## config.mk

```make
export PLATFORM = sky130hd
export DESIGN_NAME = stopwatch_ctrl_flat
export DESIGN_NICKNAME = d
export VERILOG_FILES = /design/src/rtl/stopwatch_pkg.sv /design/src/rtl/stopwatch_ctrl_if.sv /design/src/rtl/stopwatch_ctrl_debounce.sv /design/src/rtl/stopwatch_ctrl.sv /design/src/flat_wrapper.sv
export SDC_FILE = /design/constraint.sdc
export NUM_CORES = 1
export LEC_CHECK = 0
export CORE_ASPECT_RATIO = 0.7
export CORE_MARGIN = 2
export CORE_UTILIZATION = 55
export DETAILED_ROUTE_END_ITERATION = 8
export DONT_BUFFER_PORTS = 1
export GPL_TIMING_DRIVEN = 0
export PLACE_DENSITY = 0.73
export SETUP_SLACK_MARGIN = 0.1
export SKIP_LAST_GASP = 1
export SLEW_MARGIN = 20
export SYNTH_ARGS = -nofsm -noshare
export SYNTH_HDL_FRONTEND = slang
export SYNTH_SLANG_ARGS = --single-unit
```

## constraint.sdc

```tcl
create_clock -name clk -period 2.14 [get_ports clk]
set_clock_uncertainty 0.15 [all_clocks]
set_input_delay 0.107 -clock clk [delete_from_list [all_inputs] [get_ports clk]]
set_output_delay 0.107 -clock clk [all_outputs]
set_load 0.005 [all_outputs]
```

## src/rtl/stopwatch_pkg.sv

```systemverilog
// Shared types and helpers for the two-digit BCD stopwatch controller.
package stopwatch_pkg;

    typedef enum logic [1:0] {
        IDLE   = 2'd0,
        RUN    = 2'd1,
        PAUSED = 2'd2,
        LAP    = 2'd3
    } sw_state_e;

    localparam logic [3:0] BCD_MAX = 4'd9;

    // Returns {carry, next_digit}; anything at or above 9 wraps to 0.
    function automatic logic [4:0] bcd_inc(input logic [3:0] digit);
        if (digit >= BCD_MAX) begin
            return {1'b1, 4'd0};
        end
        return {1'b0, digit + 4'd1};
    endfunction

endpackage

```

## src/rtl/stopwatch_ctrl_if.sv

```systemverilog
// Button inputs and display-side outputs of the stopwatch controller.
interface stopwatch_ctrl_if;

    logic       btn_startstop;
    logic       btn_lap;
    logic       btn_clear;
    logic [7:0] value;
    logic       running;
    logic       lap_active;
    logic       overflow;

    modport master (
        output btn_startstop, btn_lap, btn_clear,
        input  value, running, lap_active, overflow
    );

    modport slave (
        input  btn_startstop, btn_lap, btn_clear,
        output value, running, lap_active, overflow
    );

endinterface

```

## src/rtl/stopwatch_ctrl_debounce.sv

```systemverilog
// Two-flop synchronizer plus stable-count debouncer with a registered rising-edge pulse.
module btn_debounce #(
    parameter int unsigned DEBOUNCE_CYCLES = 1_000_000
) (
    input  logic clk,
    input  logic resetn,
    input  logic btn_raw,
    output logic level,
    output logic rise_pulse
);
    import stopwatch_pkg::*;

    localparam int unsigned       CW       = $clog2(DEBOUNCE_CYCLES + 1);
    localparam logic [CW-1:0]     CNT_LAST = CW'(DEBOUNCE_CYCLES - 1);

    logic [1:0]    r_sync;
    logic [CW-1:0] r_cnt;
    logic          r_level;
    logic          r_level_d;
    logic          r_rise;

    always_ff @(posedge clk or negedge resetn) begin
        if (!resetn) begin
            r_sync    <= '0;
            r_cnt     <= '0;
            r_level   <= 1'b0;
            r_level_d <= 1'b0;
            r_rise    <= 1'b0;
        end else begin
            r_sync <= {r_sync[0], btn_raw};
            // Any sample agreeing with the accepted level restarts the run of differing samples.
            if (r_sync[1] == r_level) begin
                r_cnt <= '0;
            end else if (r_cnt == CNT_LAST) begin
                r_level <= r_sync[1];
                r_cnt   <= '0;
            end else begin
                r_cnt <= r_cnt + 1'b1;
            end
            r_level_d <= r_level;
            r_rise    <= r_level & ~r_level_d;
        end
    end

    assign level      = r_level;
    assign rise_pulse = r_rise;

endmodule

```

## src/rtl/stopwatch_ctrl.sv

```systemverilog
// Button-sequenced two-digit BCD stopwatch: prescaler, FSM, BCD counter and registered display outputs.
module stopwatch_ctrl
    import stopwatch_pkg::*;
#(
    parameter int unsigned TICK_CYCLES     = 10_000_000,
    parameter int unsigned DEBOUNCE_CYCLES = 1_000_000
) (
    input  logic             clk,
    input  logic             resetn,
    stopwatch_ctrl_if.slave  bus
);

    localparam int unsigned   PW         = $clog2(TICK_CYCLES);
    localparam logic [PW-1:0] PRESC_LAST = PW'(TICK_CYCLES - 1);

    logic w_ss_pulse, w_lap_pulse, w_clr_pulse;
    logic w_do_ss, w_do_lap, w_do_clr;

    btn_debounce #(.DEBOUNCE_CYCLES(DEBOUNCE_CYCLES)) u_db_ss (
        .clk(clk), .resetn(resetn), .btn_raw(bus.btn_startstop),
        .level(), .rise_pulse(w_ss_pulse)
    );
    btn_debounce #(.DEBOUNCE_CYCLES(DEBOUNCE_CYCLES)) u_db_lap (
        .clk(clk), .resetn(resetn), .btn_raw(bus.btn_lap),
        .level(), .rise_pulse(w_lap_pulse)
    );
    btn_debounce #(.DEBOUNCE_CYCLES(DEBOUNCE_CYCLES)) u_db_clr (
        .clk(clk), .resetn(resetn), .btn_raw(bus.btn_clear),
        .level(), .rise_pulse(w_clr_pulse)
    );

    // Only the highest-priority pulse survives; losers are dropped even if the winner is ignored.
    assign w_do_clr = w_clr_pulse;
    assign w_do_ss  = w_ss_pulse  & ~w_clr_pulse;
    assign w_do_lap = w_lap_pulse & ~w_ss_pulse & ~w_clr_pulse;

    sw_state_e     r_state, w_state_n;
    logic [PW-1:0] r_presc, w_presc_n;
    logic [3:0]    r_ones, r_tens, w_ones_n, w_tens_n;
    logic [7:0]    r_lap, w_lap_n;
    logic          r_ovf, w_ovf_n;
    logic [7:0]    r_value;
    logic          r_running, r_lap_active;
    logic [4:0]    w_inc_ones, w_inc_tens;
    logic          w_counting;

    assign w_inc_ones = bcd_inc(r_ones);
    assign w_inc_tens = bcd_inc(r_tens);
    assign w_counting = (r_state == RUN) || (r_state == LAP);

    always_comb begin
        w_state_n = r_state;
        w_presc_n = r_presc;
        w_ones_n  = r_ones;
        w_tens_n  = r_tens;
        w_lap_n   = r_lap;
        w_ovf_n   = r_ovf;

        if (w_counting) begin
            if (r_presc == PRESC_LAST) begin
                w_presc_n = '0;
                w_ones_n  = w_inc_ones[3:0];
                if (w_inc_ones[4]) begin
                    w_tens_n = w_inc_tens[3:0];
                    if (w_inc_tens[4]) begin
                        w_ovf_n = 1'b1;
                    end
                end
            end else begin
                w_presc_n = r_presc + 1'b1;
            end
        end

        case (r_state)
            IDLE: begin
                if (w_do_ss) w_state_n = RUN;
            end
            RUN: begin
                if (w_do_ss) begin
                    w_state_n = PAUSED;
                end else if (w_do_lap) begin
                    w_state_n = LAP;
                    w_lap_n   = {r_tens, r_ones};
                end
            end
            LAP: begin
                if (w_do_ss)       w_state_n = PAUSED;
                else if (w_do_lap) w_state_n = RUN;
            end
            PAUSED: begin
                if (w_do_clr) begin
                    w_state_n = IDLE;
                    w_presc_n = '0;
                    w_ones_n  = '0;
                    w_tens_n  = '0;
                    w_ovf_n   = 1'b0;
                end else if (w_do_ss) begin
                    w_state_n = RUN;
                end
            end
            default: w_state_n = IDLE;
        endcase
    end

    // Outputs are derived from next-state values so they change on the same edge as the event.
    always_ff @(posedge clk or negedge resetn) begin
        if (!resetn) begin
            r_state      <= IDLE;
            r_presc      <= '0;
            r_ones       <= '0;
            r_tens       <= '0;
            r_lap        <= '0;
            r_ovf        <= 1'b0;
            r_value      <= '0;
            r_running    <= 1'b0;
            r_lap_active <= 1'b0;
        end else begin
            r_state      <= w_state_n;
            r_presc      <= w_presc_n;
            r_ones       <= w_ones_n;
            r_tens       <= w_tens_n;
            r_lap        <= w_lap_n;
            r_ovf        <= w_ovf_n;
            r_value      <= (w_state_n == LAP) ? w_lap_n : {w_tens_n, w_ones_n};
            r_running    <= (w_state_n == RUN) || (w_state_n == LAP);
            r_lap_active <= (w_state_n == LAP);
        end
    end

    assign bus.value      = r_value;
    assign bus.running    = r_running;
    assign bus.lap_active = r_lap_active;
    assign bus.overflow   = r_ovf;

endmodule

```

## src/flat_wrapper.sv

```systemverilog
// flat-port wrapper written by rule: the top's interface ports become plain ports
module stopwatch_ctrl_flat import stopwatch_pkg::*;
#(
    parameter int unsigned TICK_CYCLES     = 10_000_000,
    parameter int unsigned DEBOUNCE_CYCLES = 1_000_000
)
  (clk, resetn, bus_btn_startstop, bus_btn_lap, bus_btn_clear, bus_value, bus_running, bus_lap_active, bus_overflow);
  stopwatch_ctrl_if bus_i ();
  input  logic clk;
  input  logic resetn;
  input wire logic [$bits(bus_i.btn_startstop)-1:0] bus_btn_startstop;
  input wire logic [$bits(bus_i.btn_lap)-1:0] bus_btn_lap;
  input wire logic [$bits(bus_i.btn_clear)-1:0] bus_btn_clear;
  output wire logic [$bits(bus_i.value)-1:0] bus_value;
  output wire logic [$bits(bus_i.running)-1:0] bus_running;
  output wire logic [$bits(bus_i.lap_active)-1:0] bus_lap_active;
  output wire logic [$bits(bus_i.overflow)-1:0] bus_overflow;
  assign bus_i.btn_startstop = bus_btn_startstop;
  assign bus_i.btn_lap = bus_btn_lap;
  assign bus_i.btn_clear = bus_btn_clear;
  assign bus_value = bus_i.value;
  assign bus_running = bus_i.running;
  assign bus_lap_active = bus_i.lap_active;
  assign bus_overflow = bus_i.overflow;
  stopwatch_ctrl #(.TICK_CYCLES(TICK_CYCLES), .DEBOUNCE_CYCLES(DEBOUNCE_CYCLES)) u_core (.clk(clk), .resetn(resetn), .bus(bus_i));
endmodule
```

After elaboration in Yosys (flattened, before gate mapping)

Cells that the tools add are included.

Add/sub/neg operators: 6
Order comparisons: 2
Equal/unequal tests: 12
Muxes and demuxes: 42
Bitwise operators: 14
Reduce and logical (&&, ||, !) cells: 6

Operators by type and width:

| cell                    | number |
|---|---|
| $mux W20                | 6 |
| $mux W24                | 4 |
| $add A20 B1 Y20 const B | 3 |
| $eq A20 B20 Y1 const B  | 3 |
| $mux W4                 | 9 |
| $mux W8                 | 4 |
| $add A24 B1 Y24 const B | 1 |
| $eq A24 B24 Y1 const B  | 1 |
| $mux W5                 | 4 |
| $mux W2                 | 6 |
| $add A4 B1 Y4 const B   | 2 |
| $ge A4 B4 Y1 const B    | 2 |
| $mux W1                 | 8 |
| $not A1 Y1              | 8 |
| $pmux W2 S4             | 1 |
| $and A1 B1 Y1           | 6 |
| $eq A2 B2 Y1 const B    | 3 |
| $reduce_and A2 Y1       | 3 |
| $eq A2 B1 Y1 const B    | 2 |
| $eq A1 B1 Y1            | 3 |
| $logic_not A2 Y1        | 1 |
| $logic_or A1 B1 Y1      | 2 |

Register bits: 128
Input port bits: 5
Output and inout bits: 11
Word-level logic and storage cells: 106

Longest topological paths before layout

Gate-level depths: netlist of run 1.

Depth after elaboration: 9
Depth in mapped cells: 8
Depth with buffers taken out: 7

By module

Synthesis of run 1 repeated with hierarchy kept, for this count alone.

Cell total of the unflattened synthesis: 591
Area, all modules: 6,095.8 um^2

Modules (own cells, without submodules):

| module         | times used | cells each | area an instance (um^2) | seq. area each (um^2) |
|---|---|---|---|---|
| btn_debounce   | 3          | 111        | 1,171.1                 | 625.6 |
| stopwatch_ctrl | 1          | 258        | 2,582.5                 | 1,326.3 |

Worst setup path before layout of run 1

No wires, ideal clock.

Kind: register to register
From: register u_core.r_presc[13]
To: register u_core.r_value[2], in the netlist u_core.bus.value[2]
Library setup time: 82 ps
Data arrival time: 2,144 ps
Data required time: 1,908 ps
Setup slack: -236 ps
Cell stages (with the launch flop): 7
Path buffers: 1
Period minus slack after synthesis: 2,376 ps
Path through: dfrtp_1 buf_6 or4b_4 nor4_4 nand3_4 or4b_4 a31oi_1

Longest elaborated chain between the ends: 6

Ends and longest elaborated chain:

| element                  | RTL line              | RTL |
|---|---|---|
| start: declaration       | stopwatch_ctrl.sv:38  | `logic [PW-1:0] r_presc, w_presc_n;` |
| start signal: assignment | stopwatch_ctrl.sv:119 | `r_presc <= w_presc_n;` |
| $eq A24 B24 Y1 *         | stopwatch_ctrl.sv:60  | `if (r_presc == PRESC_LAST) begin` |
| $mux W4 *                | stopwatch_ctrl.sv:60  |  |
| $mux W4 *                | stopwatch_ctrl.sv:59  | `if (w_counting) begin` |
| $mux W4                  | stopwatch_ctrl.sv:91  | `if (w_do_clr) begin` |
| $mux W4 *                | stopwatch_ctrl.sv:74  | `case (r_state)` |
| $mux W8 *                | stopwatch_ctrl.sv:124 | `r_value <= (w_state_n == LAP) ? w_lap_n : {w_tens_n, w_ones_n};` |
| end signal: assignment   | stopwatch_ctrl.sv:124 |  |
| end: declaration         | stopwatch_ctrl.sv:42  | `logic [7:0] r_value;` |

Every way passes the cells marked *; elsewhere a longest branch is shown, timed or not.
A chain may end at the register's enable or synchronous reset.

Worst setup path after layout of run 1

From: register u_core.r_presc[14]
To: register u_core.r_value[7], in the netlist u_core.bus.value[7]

The elaborated chain is that of the path after synthesis.

==> results of run 1 <==
==> Yosys cell counts, types with 4 or more instances <==
| master | n |
|---|---|
| dfrtp_1 | 127 |
| nor2_1 | 106 |
| nand2_1 | 54 |
| xor2_1 | 44 |
| xnor2_1 | 37 |
| nand3_1 | 35 |
| nand4_1 | 21 |
| nor3_1 | 16 |
| inv_1 | 13 |
| and3_1 | 12 |
| mux2_2 | 12 |
| ha_1 | 10 |
| clkbuf_1 | 8 |
| nor4_1 | 8 |
| nor4b_1 | 7 |
| nor2b_1 | 5 |
| or2_2 | 5 |
| and4_1 | 4 |
==> repair_timing <==
item                                    4_1_cts  5_1_grt
endpoints found under the setup margin       96       70
setup buffers                                14        9
hold endpoints to repair                    130      127
pin swaps                                    10       11
gates cloned                                  2        0
gates resized for setup                      31       36
==> per-layer routing <==
layer / GRT usage / up-vias / part of all wire
met1: 0.322 / 2126 / 0.48
met5: 0 / - / 0
li1: - / 2055 / -
met2: 0.338 / 103 / 0.47
met3: 0.0640 / 11 / 0.044
met4: 0.0586 / 0 / 0.0081
==> final timing paths <==
kind,endpoint,depth (start not counted)
setup / recovery,u_core.bus.value[7],6
hold / removal,u_core.u_db_ss.r_cnt[6],0
setup reg to reg,u_core.bus.value[7],6
hold reg to reg,u_core.u_db_ss.r_sync[1],0
max in group asynchronous,u_core.r_presc[8],0
min in group clk,u_core.u_db_ss.r_sync[0],1
==> per-stage QoR <==
step | TNS, ns | hold WS [ns] | cell area [um^2]
final | -5.47 | -0.757 | 7250
after global placement | -7.82 | -0.335 | 6150
after CTS | -3.44 | -0.771 | 7020
after global routing | -7.41 | -0.786 | 7250
after detailed placement | -10.05 | -0.334 | 6150
after floorplan | -0.267 | -0.339 | 5980
==> critical path, stage by stage, from the launching register on <==
cell and delay, ns:
dfrtp_2 0.44, or4b_4 0.54, nor4_4 0.31, buf_4 0.17, nand4_1 0.22, o31a_1 0.40, o21ai_1 0.15
==> report_power, final <==
| group | internal, mW | switching [mW] |
|---|---|---|
| combinational | 0.0331 | 0.0382 |
| clock | 1.76 | 1.04 |
| sequential | 2.42 | 0.0186 |
==> cell families (layout without fill, tap and decap cells) <==
group	Yosys count	count (layout)	synth area share
buffers and inverters	27	87	0.0198
AND/OR/NAND/NOR	295	295	0.253
flip-flops	127	127	0.535
AO/OA/AOI/OAI	21	21	0.0253
multiplexers	14	14	0.0261
adder cells (fa/ha/maj)	10	10	0.0211
XOR/XNOR	81	81	0.119
==> layout make-up <==
type | instances | area, um^2
multi-input combinational | 421 | 2920
timing repair buffer | 28 | 235
clock inverter | 11 | 115
tap | 132 | 165
fill | 714 | 3190
sequential | 127 | 3180
inverter | 14 | 52.6
clock buffer | 21 | 460
buffer | 13 | 119
==> sequential cells by signal (all words and copies together), names as in the netlist, 2 cells and up <==
name / count
u_core.bus.value: 8
u_core.u_db_ss.r_cnt: 20
u_core.u_db_clr.r_cnt: 20
u_core.r_presc: 24
u_core.u_db_clr.r_sync: 2
u_core.u_db_lap.r_sync: 2
u_core.u_db_lap.r_cnt: 20
u_core.r_ones: 4
u_core.r_lap: 8
u_core.r_tens: 4
u_core.u_db_ss.r_sync: 2
==> impl_metrics.env, run 1 <==
export IMPL_dieArea_um2=11700
export IMPL_rows=31
export IMPL_worstReg2RegStart="u_core.r_presc[14]"
export IMPL_io_pins=16
export IMPL_holdWs_ns=-0.757
export IMPL_antenna_found_initial=0
export IMPL_nets=637
export IMPL_ant_nets=0
export IMPL_syn_nets=590
export IMPL_die_y_um=90.9
export IMPL_endpoint_kind="register"
export IMPL_rsz0062_at_grt="yes"
export IMPL_viasPerCell=5.60
export IMPL_cts_buffers=17
export IMPL_outcome="complete, but fails checks"
export IMPL_gp_congestion=0.812
export IMPL_finalPower_mw=5.31
export IMPL_grt_use_total=0.225
export IMPL_synth_top_cell_by_area="dfrtp_1"
export IMPL_ir_drop_uv=584
export IMPL_synth_top_cell_area_share=0.535
export IMPL_utilization=0.694
export IMPL_critPathRequiredTime_ns=2.31
export IMPL_tritoncts="built"
export IMPL_start_kind="register"
export IMPL_cts_sinks=127
export IMPL_initial_core_util=0.569
export IMPL_drive_gt1_frac=0.211
export IMPL_via_count=4295
export IMPL_syn_avg_cell_area_um2=10.3
export IMPL_synth_area_leaders="dfrtp_1, nor2_1, xor2_1"
export IMPL_violations="negative hold slack, negative setup slack"
export IMPL_netlist_instances=575
export IMPL_cts_root_buf="clkbuf_16"
export IMPL_drc=0
export IMPL_yosys_warnings=0
export IMPL_drv_slew=0
export IMPL_final_hold_violation_count=127
export IMPL_postSynth_asyncResetShare=1.00
export IMPL_p_per_area_nw_per_um2=733
export IMPL_fin_cells=767
export IMPL_io_buffers=0
export IMPL_fin_crit_sh=1.15
export IMPL_grt_max_degree=128
export IMPL_drt_iter0_drc=280
export IMPL_max_slew_margin_rel=0.625
export IMPL_htreeDepth=4
export IMPL_clock_path_buffers=2
export IMPL_dp_hpwl_um=7310
export IMPL_max_clock_freq_ghz=0.405
export IMPL_synth_area_um2=5940
export IMPL_drv_cap=0
export IMPL_most_common_layout_cells="dfrtp_1, nor2_1, nand2_1, xor2_1, xnor2_1"
export IMPL_min_period_ns=2.47
export IMPL_p_leak_nw=3.35
export IMPL_antenna_cells=0
export IMPL_setup_slack_ns=-0.330
export IMPL_synthFlopType="dfrtp_1"
export IMPL_drt_pass1_iterations=4
export IMPL_synth_cell_types=51
export IMPL_path_max_fanout=6
export IMPL_arrival_ns=2.64
export IMPL_final_common_cell="dfrtp_1"
export IMPL_wl_per_cell_um=16.2
export IMPL_worstSetupPathType="reg -> reg"
export IMPL_design_core_area_um2=10400
export IMPL_yosys_register_bits=127
export IMPL_dpl_cell_count=707
export IMPL_postCtsHoldBufs=3
export IMPL_grt_pass1_wl_um=20500
export IMPL_hold_class="in -> async"
export IMPL_clk_latency_ns=0.41
export IMPL_grt_pass1_vias=4185
export IMPL_tightestPinTransition_ns=0.562
export IMPL_synth_edff_count=0
export IMPL_startpoint="u_core.r_presc[14]"
export IMPL_setup_viol=36
export IMPL_clk_pin_slew_ns=0.06
export IMPL_overflow=0
export IMPL_wl_um=12400
export IMPL_synth_seq_area_share=0.535
export IMPL_ff2ff_setup_slack_ns=-0.33
export IMPL_post_place_ws_ns=-0.330
export IMPL_fp_dieW_um=128
export IMPL_area_growth_syn_to_layout_pct=22.0
No activity file was read; power rests on OpenSTA's default activity.
==> run 2, diff against run 1 <==
- GPL_ROUTABILITY_DRIVEN: not set -> 0
- GPL_TIMING_DRIVEN: 0 -> not set
- PLACE_DENSITY: 0.73 -> 0.84
==> impl_metrics.env, run 2 (synthesis results as in run 1) <==
export IMPL_outcome="complete, but fails checks"
export IMPL_violations="negative hold slack, negative setup slack"
export IMPL_finalPower_mw=5.62
export IMPL_setup_slack_ns=-0.226
export IMPL_ir_drop_uv=688
export IMPL_viasPerCell=6.01
export IMPL_via_count=4707
export IMPL_ant_nets=0
export IMPL_holdWs_ns=-0.769
export IMPL_critPathRequiredTime_ns=2.33
export IMPL_endpoint_kind="register"
export IMPL_dieArea_um2=11700
export IMPL_drt_met1_wl_um=5920
export IMPL_top_register="u_core.r_presc"
export IMPL_p_per_area_nw_per_um2=745
export IMPL_most_common_layout_cells="dfrtp_1, nor2_1, nand2_1, xor2_1, buf_4"
export IMPL_tightestPinTransition_ns=0.660
export IMPL_clk_pin_slew_ns=0.06
export IMPL_initial_core_util=0.569
export IMPL_cts_sinks=127
export IMPL_rsz0062_at_grt="yes"
export IMPL_nets=653
export IMPL_drt_iter0_drc=388
export IMPL_grt_pass1_vias=4628
export IMPL_drv_slew=0
export IMPL_grt_max_degree=128
export IMPL_io_buffers=0
export IMPL_rows=31
export IMPL_area_growth_syn_to_layout_pct=27.0
export IMPL_dp_hpwl_um=7920
export IMPL_final_common_cell="dfrtp_1"
export IMPL_utilization=0.722
export IMPL_routed_wl_met3_um=793
export IMPL_final_hold_violation_count=127
export IMPL_antenna_found_initial=0
export IMPL_design_core_area_um2=10400
export IMPL_worstSetupPathType="reg -> reg"
export IMPL_clock_path_buffers=2
export IMPL_clk_latency_ns=0.42
export IMPL_overflow=0
export IMPL_die_y_um=90.9
export IMPL_start_kind="register"
export IMPL_path_max_fanout=3
export IMPL_min_period_ns=2.37
export IMPL_drv_cap=0
export IMPL_grt_use_total=0.240
export IMPL_largest_register_ffs=24
export IMPL_fp_dieW_um=128
export IMPL_drive_gt1_frac=0.244
export IMPL_fillers=623
export IMPL_fin_crit_sh=1.11
export IMPL_wl_per_cell_um=18.4
export IMPL_io_pins=16
export IMPL_route_met2_wl_um=7320
export IMPL_postCtsHoldBufs=3
export IMPL_cts_root_buf="clkbuf_16"
export IMPL_highest_layer="met4"
export IMPL_max_clock_freq_ghz=0.423
export IMPL_p_leak_nw=3.38
export IMPL_cts_buffers=17
export IMPL_wl_um=14400
export IMPL_drc=0
export IMPL_tns_ns=-4.75
export IMPL_setup_viol=38
export IMPL_post_place_ws_ns=-0.184
export IMPL_tritoncts="built"
export IMPL_max_slew_margin_rel=0.559
export IMPL_htreeDepth=4
export IMPL_arrival_ns=2.55
export IMPL_hold_class="in -> async"
export IMPL_grt_pass1_wl_um=22000
export IMPL_antenna_cells=0
export IMPL_drt_pass1_iterations=5
run 2: what timing repair did:
action,CTS,global route
endpoints found under the setup margin,75,99
resized for setup,23,58
gates cloned,2,4
hold endpoints to repair,130,127
pin swaps,6,29
setup buffers,4,4
run 2: through the flow:
step	cells	cell area, um^2
CTS	775	7240
finish	783	7540
global placement	734	6370
detailed placement	734	6370
global route	783	7540
floorplan	575	5980
run 2: worst max-delay path, stage by stage, from the launching register on:
cell and delay, ns:
dfrtp_1 0.39, or4b_4 0.55, nor4_4 0.39, nand3_4 0.14
or4b_4 0.53, a31oi_2 0.15
run 2: worst paths after layout:
check	start	end	slack (ns)	cells after the start
max	u_core.r_presc[8]	u_core.bus.value[2]	-0.23	5
min	resetn	u_core.r_presc[4]	-0.77	0
max reg2reg	u_core.r_presc[8]	u_core.bus.value[2]	-0.23	5
min reg2reg	u_core.u_db_clr.r_sync[0]	u_core.u_db_clr.r_sync[1]	0.21	0
max in group asynchronous	resetn	u_core.u_db_clr.r_cnt[12]	2.47	0
min in group clk	bus_btn_lap	u_core.u_db_lap.r_sync[0]	0.10	1
run 2: layer usage:
metal | track usage | vias up
met1 | 0.315 | 2390
met3 | 0.0752 | 43
met5 | 0 | -
met4 | 0.0879 | 0
li1 | - | 2096
met2 | 0.375 | 178
run 2: where the power goes:
group          internal [mW]  total, mW  switching (mW)
clock network           2.07       3.11            1.04
registers               2.42       2.44          0.0199
logic                 0.0262     0.0631          0.0369
run 2: layout make-up:
| cell class | instances | area [um^2] | share of cell area |
|---|---|---|---|
| Multi-Input combinational cell | 424 | 3000 | 0.398 |
| Clock buffer | 23 | 488 | 0.0647 |
| Tap cell | 132 | 165 | 0.0219 |
| Inverter | 14 | 52.6 | 0.00697 |
| Sequential cell | 127 | 3180 | 0.422 |
| Timing Repair Buffer | 54 | 502 | 0.0666 |
| Clock inverter | 9 | 155 | 0.0206 |
==> run 3, diff against run 2 <==
- PLACE_DENSITY: 0.84 -> 0.73
- RECOVER_POWER: not set -> 25
==> impl_metrics.env, run 3 (synthesis results as in run 1) <==
export IMPL_fp_dieW_um=128
export IMPL_grt_pass1_vias=4443
export IMPL_drc=0
export IMPL_tritoncts="built"
export IMPL_fillers=737
export IMPL_io_pins=16
export IMPL_cp_slowest_stage_delay_ns=0.57
export IMPL_wl_um=12800
export IMPL_drv_cap=0
export IMPL_rows=31
export IMPL_drive_gt1_frac=0.220
export IMPL_via_count=4408
export IMPL_critPathRequiredTime_ns=2.30
export IMPL_worstSetupPathType="reg -> reg"
export IMPL_ff_latch_area_um2=3180
export IMPL_finalPower_mw=5.06
export IMPL_min_period_ns=2.29
export IMPL_setup_viol=25
export IMPL_grt_use_total=0.231
export IMPL_hold_class="in -> async"
export IMPL_place_area_um2=6440
export IMPL_drt_iter0_drc=387
export IMPL_cp_depth=6
export IMPL_nets=663
export IMPL_cts_buffers=17
export IMPL_post_place_ws_ns=-0.179
export IMPL_largest_register_ffs=24
export IMPL_holdWs_ns=-0.747
export IMPL_area_growth_syn_to_layout_pct=23.6
export IMPL_path_buf_inv=1
export IMPL_final_hold_violation_count=127
export IMPL_outcome="complete, but fails checks"
export IMPL_dp_hpwl_um=7740
export IMPL_antenna_found_initial=0
export IMPL_ff2ff_setup_slack_ns=-0.15
export IMPL_clock_path_buffers=2
export IMPL_cts_sinks=127
export IMPL_p_leak_nw=3.39
export IMPL_design_core_area_um2=10400
export IMPL_violations="negative hold slack, negative setup slack"
export IMPL_postCtsHoldBufs=3
export IMPL_wl_per_cell_um=16.2
export IMPL_path_max_fanout=3
export IMPL_viasPerCell=5.60
export IMPL_reg2regPathDepth=6
export IMPL_overflow=0
export IMPL_setup_slack_ns=-0.153
export IMPL_design_area_um2=7340
export IMPL_most_common_layout_cells="dfrtp_1, nor2_1, buf_4, nand2_1, xor2_1"
export IMPL_dieArea_um2=11700
export IMPL_die_y_um=90.9
export IMPL_multiInputGateArea_um2=2850
export IMPL_endpoint_kind="register"
export IMPL_rsz0062_at_grt="yes"
export IMPL_start_kind="register"
export IMPL_cp_slowest_cell="or4b_4"
export IMPL_ant_nets=0
export IMPL_htreeDepth=4
export IMPL_max_clock_freq_ghz=0.436
export IMPL_worstPathCellList="or4b_4 > nand4b_1 > buf_4 > nor3_2 > xnor2_1 > o31ai_2"
export IMPL_fin_crit_sh=1.07
export IMPL_p_per_area_nw_per_um2=690
export IMPL_grt_pass1_wl_um=21300
export IMPL_crit_family="simple AND/OR/NAND/NOR gates"
export IMPL_tightestPinTransition_ns=0.626
export IMPL_drv_slew=0
export IMPL_initial_core_util=0.569
export IMPL_max_slew_margin_rel=0.581
export IMPL_drt_pass1_iterations=4
export IMPL_clk_latency_ns=0.40
export IMPL_utilization=0.703
export IMPL_io_buffers=0
export IMPL_grt_max_degree=128
export IMPL_top_register="u_core.r_presc"
export IMPL_ir_drop_uv=544
export IMPL_clk_pin_slew_ns=0.05
export IMPL_cts_root_buf="clkbuf_16"
export IMPL_arrival_ns=2.46
export IMPL_final_common_cell="dfrtp_1"
export IMPL_antenna_cells=0
[run 3: cell count changes in the layout (fill, tap and decap cells not counted), moves of 3 or more]
cell and change:
buf_4 +12, nor2_2 -3, bufinv_16 -3, nor2_1 +21
nor2_4 -18, clkinvlp_4 -4
[run 3: area by class of cell]
| type | instances | area share |
|---|---|---|
| Clock buffer | 24 | 0.0656 |
| Timing Repair Buffer | 65 | 0.0786 |
| Multi-Input combinational cell | 423 | 0.388 |
| Clock inverter | 2 | 0.00477 |
| Sequential cell | 127 | 0.433 |
| Tap cell | 132 | 0.0225 |
| Inverter | 14 | 0.00716 |
[run 3: power by group]
part	switching (mW)	leakage, nW	internal (mW)
clock network	0.910	0.254	1.65
logic	0.0348	1.39	0.0296
registers	0.0197	1.75	2.43
total	0.965	3.39	4.10
[run 3: metal layers]
layer	global-route usage	wire [um]	vias to the layer above
li1	-	-	2110
met5	0	0	-
met2	0.345	5980	94
met3	0.0498	453	15
met4	0.0806	154	0
met1	0.335	6170	2189
[run 3: worst paths after layout]
check                                          start                   endpoint
max in group asynchronous                     resetn        u_core.bus.value[1]
setup / recovery                  u_core.r_presc[22]        u_core.bus.value[6]
min in group clk                       bus_btn_clear  u_core.u_db_clr.r_sync[0]
hold / removal                                resetn  u_core.u_db_lap.r_cnt[13]
setup reg to reg                  u_core.r_presc[22]        u_core.bus.value[6]
hold reg to reg            u_core.u_db_clr.r_sync[0]  u_core.u_db_clr.r_sync[1]
[run 3: stage by stage]
stage | cells | setup TNS [ns]
3_3_place_gp | 741 | -0.523
5_1_grt | 787 | -4.96
2_1_floorplan | 575 | -0.267
6_report | 787 | -2.24
4_1_cts | 781 | -1.89
3_5_place_dp | 741 | -2.32
[run 3: repair_timing]
item | CTS | global route
cloned | 2 | 2
pin swaps | 11 | 9
resized for setup | 20 | 23
endpoints found under the hold margin | 130 | 127
setup endpoints to repair | 74 | 98
buffers inserted | 9 | 5
